<file path="src/rtl/bus_response_collector.sv">
`default_nettype none
// ============================================================================
// bus_response_collector: gathers a peripheral's done/data into one registered
// CPU response; unmapped, multi-hit and (with BUS_TIMEOUT_EN) timeout -> error.
// Revision: 1.0
// ============================================================================
module bus_response_collector #(
  parameter int          N_DEV          = 9,
  parameter int          TIMEOUT_CYCLES = 1024,
  parameter logic [31:0] ERR_DATA       = 32'hDEADBEEF
) (
  input  logic                  i_clk,
  input  logic                  i_rst_n,
  input  logic                  i_req_DV,
  input  logic [N_DEV-1:0]      i_sel,
  input  logic [N_DEV-1:0]      i_dev_done,
  input  logic [32*N_DEV-1:0]   i_dev_data,
  output logic                  o_busy,
  output logic                  o_done,
  output logic [31:0]           o_data,
  output logic                  o_err,
  output logic [1:0]            o_err_cause
);

  localparam logic [1:0] C_CAUSE_OK       = 2'b00;
  localparam logic [1:0] C_CAUSE_UNMAPPED = 2'b01;
  localparam logic [1:0] C_CAUSE_MULTI    = 2'b10;
`ifdef BUS_TIMEOUT_EN
  localparam logic [1:0] C_CAUSE_TIMEOUT  = 2'b11;
  localparam int         CNT_W            = $clog2(TIMEOUT_CYCLES);
`endif

  if (TIMEOUT_CYCLES < 2) begin : g_bad_timeout
    $error("TIMEOUT_CYCLES must be at least 2");
  end

  typedef enum logic [1:0] {
    S_IDLE = 2'd0,
    S_WAIT = 2'd1,
    S_RESP = 2'd2
  } state_t;

  state_t           state_q, state_d;
  logic [N_DEV-1:0] sel_q, sel_d;
  logic             busy_q, busy_d;
  logic             done_q, done_d;
  logic [31:0]      data_q, data_d;
  logic             err_q, err_d;
  logic [1:0]       cause_q, cause_d;
`ifdef BUS_TIMEOUT_EN
  logic [CNT_W-1:0] cnt_q, cnt_d;
`endif

  logic             w_sel_any;
  logic             w_sel_multi;
  logic             w_hit;
  logic [31:0]      w_sel_data;

  // Request decode: zero bits -> unmapped, more than one bit -> multi-hit.
  always_comb begin
    w_sel_any   = |i_sel;
    w_sel_multi = (i_sel & (i_sel - N_DEV'(1))) != '0;
  end

  // Only the latched device may complete the transaction.
  always_comb begin
    w_hit      = |(i_dev_done & sel_q);
    w_sel_data = '0;
    for (int k = 0; k < N_DEV; k++) begin
      if (sel_q[k]) begin
        w_sel_data = i_dev_data[32*k +: 32];
      end
    end
  end

  always_comb begin
    state_d = state_q;
    sel_d   = sel_q;
    busy_d  = busy_q;
    done_d  = 1'b0;
    data_d  = data_q;
    err_d   = err_q;
    cause_d = cause_q;
`ifdef BUS_TIMEOUT_EN
    cnt_d   = cnt_q;
`endif

    unique case (state_q)
      S_IDLE: begin
        if (i_req_DV) begin
          busy_d = 1'b1;
          if (!w_sel_any || w_sel_multi) begin
            state_d = S_RESP;
            done_d  = 1'b1;
            data_d  = ERR_DATA;
            err_d   = 1'b1;
            cause_d = w_sel_any ? C_CAUSE_MULTI : C_CAUSE_UNMAPPED;
          end else begin
            state_d = S_WAIT;
            sel_d   = i_sel;
`ifdef BUS_TIMEOUT_EN
            cnt_d   = '0;
`endif
          end
        end
      end

      S_WAIT: begin
        // A completion in the final counted cycle beats the timeout.
        if (w_hit) begin
          state_d = S_RESP;
          done_d  = 1'b1;
          data_d  = w_sel_data;
          err_d   = 1'b0;
          cause_d = C_CAUSE_OK;
        end
`ifdef BUS_TIMEOUT_EN
        else if (cnt_q == CNT_W'(TIMEOUT_CYCLES - 1)) begin
          state_d = S_RESP;
          done_d  = 1'b1;
          data_d  = ERR_DATA;
          err_d   = 1'b1;
          cause_d = C_CAUSE_TIMEOUT;
        end else begin
          cnt_d = cnt_q + CNT_W'(1);
        end
`endif
      end

      S_RESP: begin
        state_d = S_IDLE;
        busy_d  = 1'b0;
      end

      default: begin
        state_d = S_IDLE;
        busy_d  = 1'b0;
      end
    endcase
  end

  always_ff @(posedge i_clk or negedge i_rst_n) begin
    if (!i_rst_n) begin
      state_q <= S_IDLE;
      sel_q   <= '0;
      busy_q  <= 1'b0;
      done_q  <= 1'b0;
      data_q  <= '0;
      err_q   <= 1'b0;
      cause_q <= C_CAUSE_OK;
`ifdef BUS_TIMEOUT_EN
      cnt_q   <= '0;
`endif
    end else begin
      state_q <= state_d;
      sel_q   <= sel_d;
      busy_q  <= busy_d;
      done_q  <= done_d;
      data_q  <= data_d;
      err_q   <= err_d;
      cause_q <= cause_d;
`ifdef BUS_TIMEOUT_EN
      cnt_q   <= cnt_d;
`endif
    end
  end

  assign o_busy      = busy_q;
  assign o_done      = done_q;
  assign o_data      = data_q;
  assign o_err       = err_q;
  assign o_err_cause = cause_q;

endmodule
`default_nettype wire

</file>
<file path="config.mk">
export PLATFORM = sky130hd
export DESIGN_NAME = bus_response_collector
export DESIGN_NICKNAME = d
export VERILOG_FILES = /design/src/rtl/bus_response_collector.sv
export SDC_FILE = /design/constraint.sdc
export NUM_CORES = 1
export LEC_CHECK = 0
export CORE_ASPECT_RATIO = 0.6
export CORE_UTILIZATION = 29
export DETAILED_ROUTE_END_ITERATION = 10
export HOLD_SLACK_MARGIN = 0.12
export PLACE_DENSITY_LB_ADDON = 0.15
export SLEW_MARGIN = 20
export SYNTH_ARGS = -nofsm -noshare
export SYNTH_HDL_FRONTEND = slang
export SYNTH_SLANG_ARGS = --single-unit
</file>
<file path="constraint.sdc">
create_clock -name i_clk -period 6.4 [get_ports i_clk]
set_clock_uncertainty 0.1 [all_clocks]
set_input_delay 1.28 -clock i_clk [delete_from_list [all_inputs] [get_ports i_clk]]
set_output_delay 1.28 -clock i_clk [all_outputs]
set_load 0.03 [all_outputs]
</file>
* Yosys cells after proc, flatten, opt, wreduce, memory -nomap -nowiden *
Cells that the tools add are included.

storage, ports and cells
  bits in registers = 48
  bits in latches = 0
  RAM bits = 0
  ROM bits = 0
  output and inout port bits = 37
  word-level logic and storage cells = 59
  memories kept = 0

cells by class
  add/subtract/negate cells = 1
  multiply operators = 0
  div/mod/pow operators = 0
  magnitude comparators = 0
  eq/ne operators = 4
  shifts and indexed selects = 0
  muxes and demuxes = 32
  bitwise gates (word level) = 4
  reductions and logical operators = 11

operator list
  operator               count
  $mux W32               12
  $pmux W32 S2           1
  $and A9 B9 Y9          2
  $reduce_or A9 Y1       2
  $mux W2                7
  $reduce_bool A9 Y1     1
  $sub A9 B1 Y9 const B  1
  $pmux W2 S2            2
  $mux W1                7
  $ne A2 B2 Y1 const B   3
  $pmux W1 S2            3
  $reduce_and A2 Y1      2
  $reduce_and A4 Y1      1
  $reduce_and A3 Y1      1
  $eq A2 B1 Y1 const B   1
  $logic_not A2 Y1       1
  $not A1 Y1             2
  $reduce_bool A2 Y1     1
  $logic_not A1 Y1       1
  $logic_or A1 B1 Y1     1

* Longest topological paths before layout *
  word-level depth = 11
  gate-level depth with buffers = 9

* Worst setup path after synthesis *
OpenSTA, ideal clock, no wires.

  path type = input-to-reg
  start point = in i_sel[0]
  end point = reg data_q[17], in the netlist o_data[17]
  setup time = 125 ps
  arrival = 3,088 ps
  path slack = 3,087 ps
  stages = 7
  path buffers = 1
  path through = or4_1 > nor2_1 > mux2i_1 > o22ai_4 > o21ai_2 > buf_6 > mux2_4

on the way
  longest elaborated chain between the ends = 6

RTL lines
  element                        RTL line  text
  start: declaration             15        input logic [N_DEV-1:0] i_sel,
  $sub A9 B1 Y9                  62        w_sel_multi = (i_sel & (i_sel - N_DEV'(1))) != '0;
  $and A9 B9 Y9                  62
  $reduce_bool A9 Y1             62
  $logic_or A1 B1 Y1 *           92        if (!w_sel_any || w_sel_multi) begin
  $ne A2 B2 Y1 (no line) *       -
  $reduce_and A4 Y1 (no line) *  -
  end signal: assignment         159       data_q <= data_d;
  end: declaration               47        logic [31:0] data_q, data_d;

Mark *: on every way between the ends. The rest lies on a longest branch, timed or not.
A chain may end at the register's enable or synchronous reset.

* Worst setup path after layout *
  start point = in i_sel[0]
  end point = reg sel_q[8]

on the way
  longest elaborated chain between the ends = 6

RTL lines
  element                        RTL line  text
  $sub A9 B1 Y9                  62
  $and A9 B9 Y9                  62
  $reduce_bool A9 Y1             62
  $logic_or A1 B1 Y1 *           92
  $not A1 Y1 (no line) *         -
  $reduce_and A3 Y1 (no line) *  -
  end signal: assignment         156       sel_q <= sel_d;
  end: declaration               44        logic [N_DEV-1:0] sel_q, sel_d;

Marked as above.

==> impl_metrics.json <==
{
  "ys_ff_latch": 48,
  "dp_cells": 1016,
  "crit_arrival_ns": 4.00,
  "synth_top_family_by_area": "compound AO/OA/AOI/OAI gates",
  "report.final.slew_viol_count": 0,
  "yosys.cell_types.count": 44,
  "start_kind": "input pin",
  "postSynthAreaPerCell_um2": 8.05,
  "vdd_ir_drop_max_mv": 0.111,
  "grt_max_degree": 67,
  "worstMarginPinSlew_ns": 1.01,
  "cpPeakStageDelay_ns": 0.69,
  "drt_wl_total_um": 22900,
  "vias": 5797,
  "io_buffers": 345,
  "clock-root-buffer": "clkbuf_16",
  "yosys_warnings": 0,
  "drtIter0Drc": 466,
  "antenna_cells": 0,
  "setup_viol": 0,
  "grt_pass1_wl_um": 32900,
  "hold_path_depth": 1,
  "syn2layout_area_growth_pct": 87.4,
  "stdcell_count": 1025,
  "drcViolationCount": 0,
  "syn_area_um2": 4270,
  "grt_pass1_vias": 5880,
  "start_util_pct": 30.5,
  "io_pins": 346,
  "crit_slowest_cell": "nor2b_1",
  "cap_viol_max_count": 0,
  "ys.flop_type": "dfrtp_1",
  "power_leakage_nw": 2.82,
  "crit_buf_inv": 1,
  "core_um2": 14000,
  "ant_nets": 0,
  "critPathKind": "input pin to register",
  "wl_per_cell_um": 22.3,
  "clk_pin_slew_ns": 0.07,
  "crit_required_ns": 6.47,
  "path_max_fanout": 10,
  "yosysSeqAreaShare_pct": 28.2,
  "synth-simple-area-share_pct": 15.1,
  "hold_violations": 0,
  "power_density_nw_per_um2": 159,
  "drt_first_pass_iters": 5,
  "rows": 33,
  "drive_gt1_share_pct": 4.20,
  "clock_path_buffers": 2,
  "async_reset_ff_share_pct": 100,
  "worst_hold_path_type": "register to register",
  "grt-ovfl-total": 0,
  "cts-resized-gates": 0,
  "dp_slack_ns": 1.97,
  "cts_setup_buffers": 0,
  "dpl-instance-area_um2": 7810,
  "cts_hold_buf": 0,
  "r2r_cells": 5,
  "final_common_cell": "clkdlybuf4s50_1",
  "layout.nets": 1141,
  "fp.dieW_um": 159,
  "post-route-period-util_pct": 61.4,
  "synth-compound-area-share_pct": 44.7,
  "cp.depth": 6,
  "crit_chain": "clkdlybuf4s50_1, or4_1, or3_4, o22ai_4, nor2b_1, mux2_1",
  "dieArea_um2": 15200,
  "synth_edf_count": 0,
  "synthAdderAreaFrac_pct": 0.235,
  "synthXorXnorAreaFrac_pct": 0.205,
  "fp.dieH_um": 96.0,
  "antenna_found_initial": 0,
  "path_delay_family": "simple AND/OR/NAND/NOR gates",
  "p_total_mw": 1.27,
  "via_per_inst": 5.66,
  "worst_setup_path_end_kind": "register",
  "numCtsBuffers": 5,
  "yosys-mux-area-fraction_pct": 5.13,
  "post-route-util_pct": 57.1,
  "gp_congestion": 0.925,
  "status": "finished clean",
  "slew_headroom_pct": 32.5,
  "synth_nets": 839,
  "clock_latency_ns": 0.29,
  "syn_inst": 530,
  "design_area_um2": 8000,
  "clock-sinks": 48,
  "clock.fmax_ghz": 0.254,
  "dpl.hpwl_um": 17500,
  "most-common-layout-cells": "clkdlybuf4s50_1 (344), o21ai_0 (55), dfrtp_1 (45), o22ai_1 (41), nand2_1 (38)",
  "setup_ws_ns": 2.47,
  "finalCriticalPeriod_ns": 3.93,
  "finalHoldWorstSlack_ns": 0.400,
  "cts_tree": "yes",
  "fin_setup_tns_ns": 0,
  "htreeDepth": 2,
  "grtUsageTotal_pct": 29.2,
  "rsz0062_at_grt": "no"
}
## synth_stat cells, types with 2 or more instances
master | count | area share (%)
dfrtp_1 | 48 | 28
o21ai_1 | 6 | 0.70
buf_2 | 2 | 0.23
nand3_1 | 33 | 3.9
mux2_4 | 5 | 1.8
or3b_2 | 2 | 0.41
a311o_1 | 24 | 5.6
o22ai_1 | 41 | 6.0
nor2b_1 | 3 | 0.44
a221oi_1 | 8 | 1.6
o21ai_0 | 55 | 6.5
nand2_1 | 38 | 3.3
nand2b_1 | 34 | 5.0
a21oi_1 | 33 | 3.9
a2bb2oi_1 | 24 | 4.9
inv_1 | 10 | 0.88
a22oi_1 | 34 | 6.0
mux2_1 | 11 | 2.9
nor2_1 | 8 | 0.70
nor3_1 | 3 | 0.35
a221o_1 | 32 | 7.5
mux2i_1 | 2 | 0.47
clkbuf_1 | 53 | 4.7
## logic make-up after synthesis
kind of cell	Yosys count
simple gates	127
mux	18
xor+xnor	1
flops	48
buf+inv	70
compound gates	265
fa+ha+maj	1
## flip-flops by register name, indices dropped and copies added, names as in the netlist
register and count:
state_q 2, o_err_cause 2, o_err 1, o_busy 1
o_done 1, sel_q 9, o_data 32
## worst reg2reg max path, stage by stage, from the launching register on
cell       delay, ns
dfrtp_1         0.46
clkinv_1        0.77
nand2_1         1.11
o22ai_1         0.32
a311o_1         0.41
a2bb2oi_1       0.15
## path summary, 6_finish.rpt
path | startpoint | to | slack (ns)
worst max-delay path | i_sel[0] | sel_q[8] | 2.47
max in group asynchronous | i_rst_n | sel_q[4] | 4.71
worst min register to register | o_data[8] | o_data[8] | 0.40
min in group asynchronous | i_rst_n | sel_q[8] | 1.01
worst min-delay path | o_data[8] | o_data[8] | 0.40
worst max register to register | sel_q[7] | o_data[30] | 3.01
## per-layer routing
layer	GRT usage [%]	wire (um)	vias up
met3	7.43	2080	42
li1	-	-	2698
met1	34.6	9040	2766
met2	51.3	11100	291
met5	0	0	-
met4	10.6	672	0
## power breakdown
group,total [mW],internal (mW),switching (mW)
Clock,0.278,0.156,0.121
Sequential,0.341,0.315,0.0262
Combinational,0.649,0.347,0.302
Total,1.27,0.819,0.449
## final cells by class
| class | count | area [um2] |
|---|---|---|
| fill | 1243 | 6000 |
| timing repair buffer | 353 | 3530 |
| multi-input combinational | 412 | 2830 |
| sequential | 48 | 1200 |
| tap | 192 | 240 |
| clock buffer | 7 | 143 |
| inverter | 12 | 45.0 |
| clock inverter | 1 | 7.51 |
Note: power is estimated with default switching activity, not from simulation.
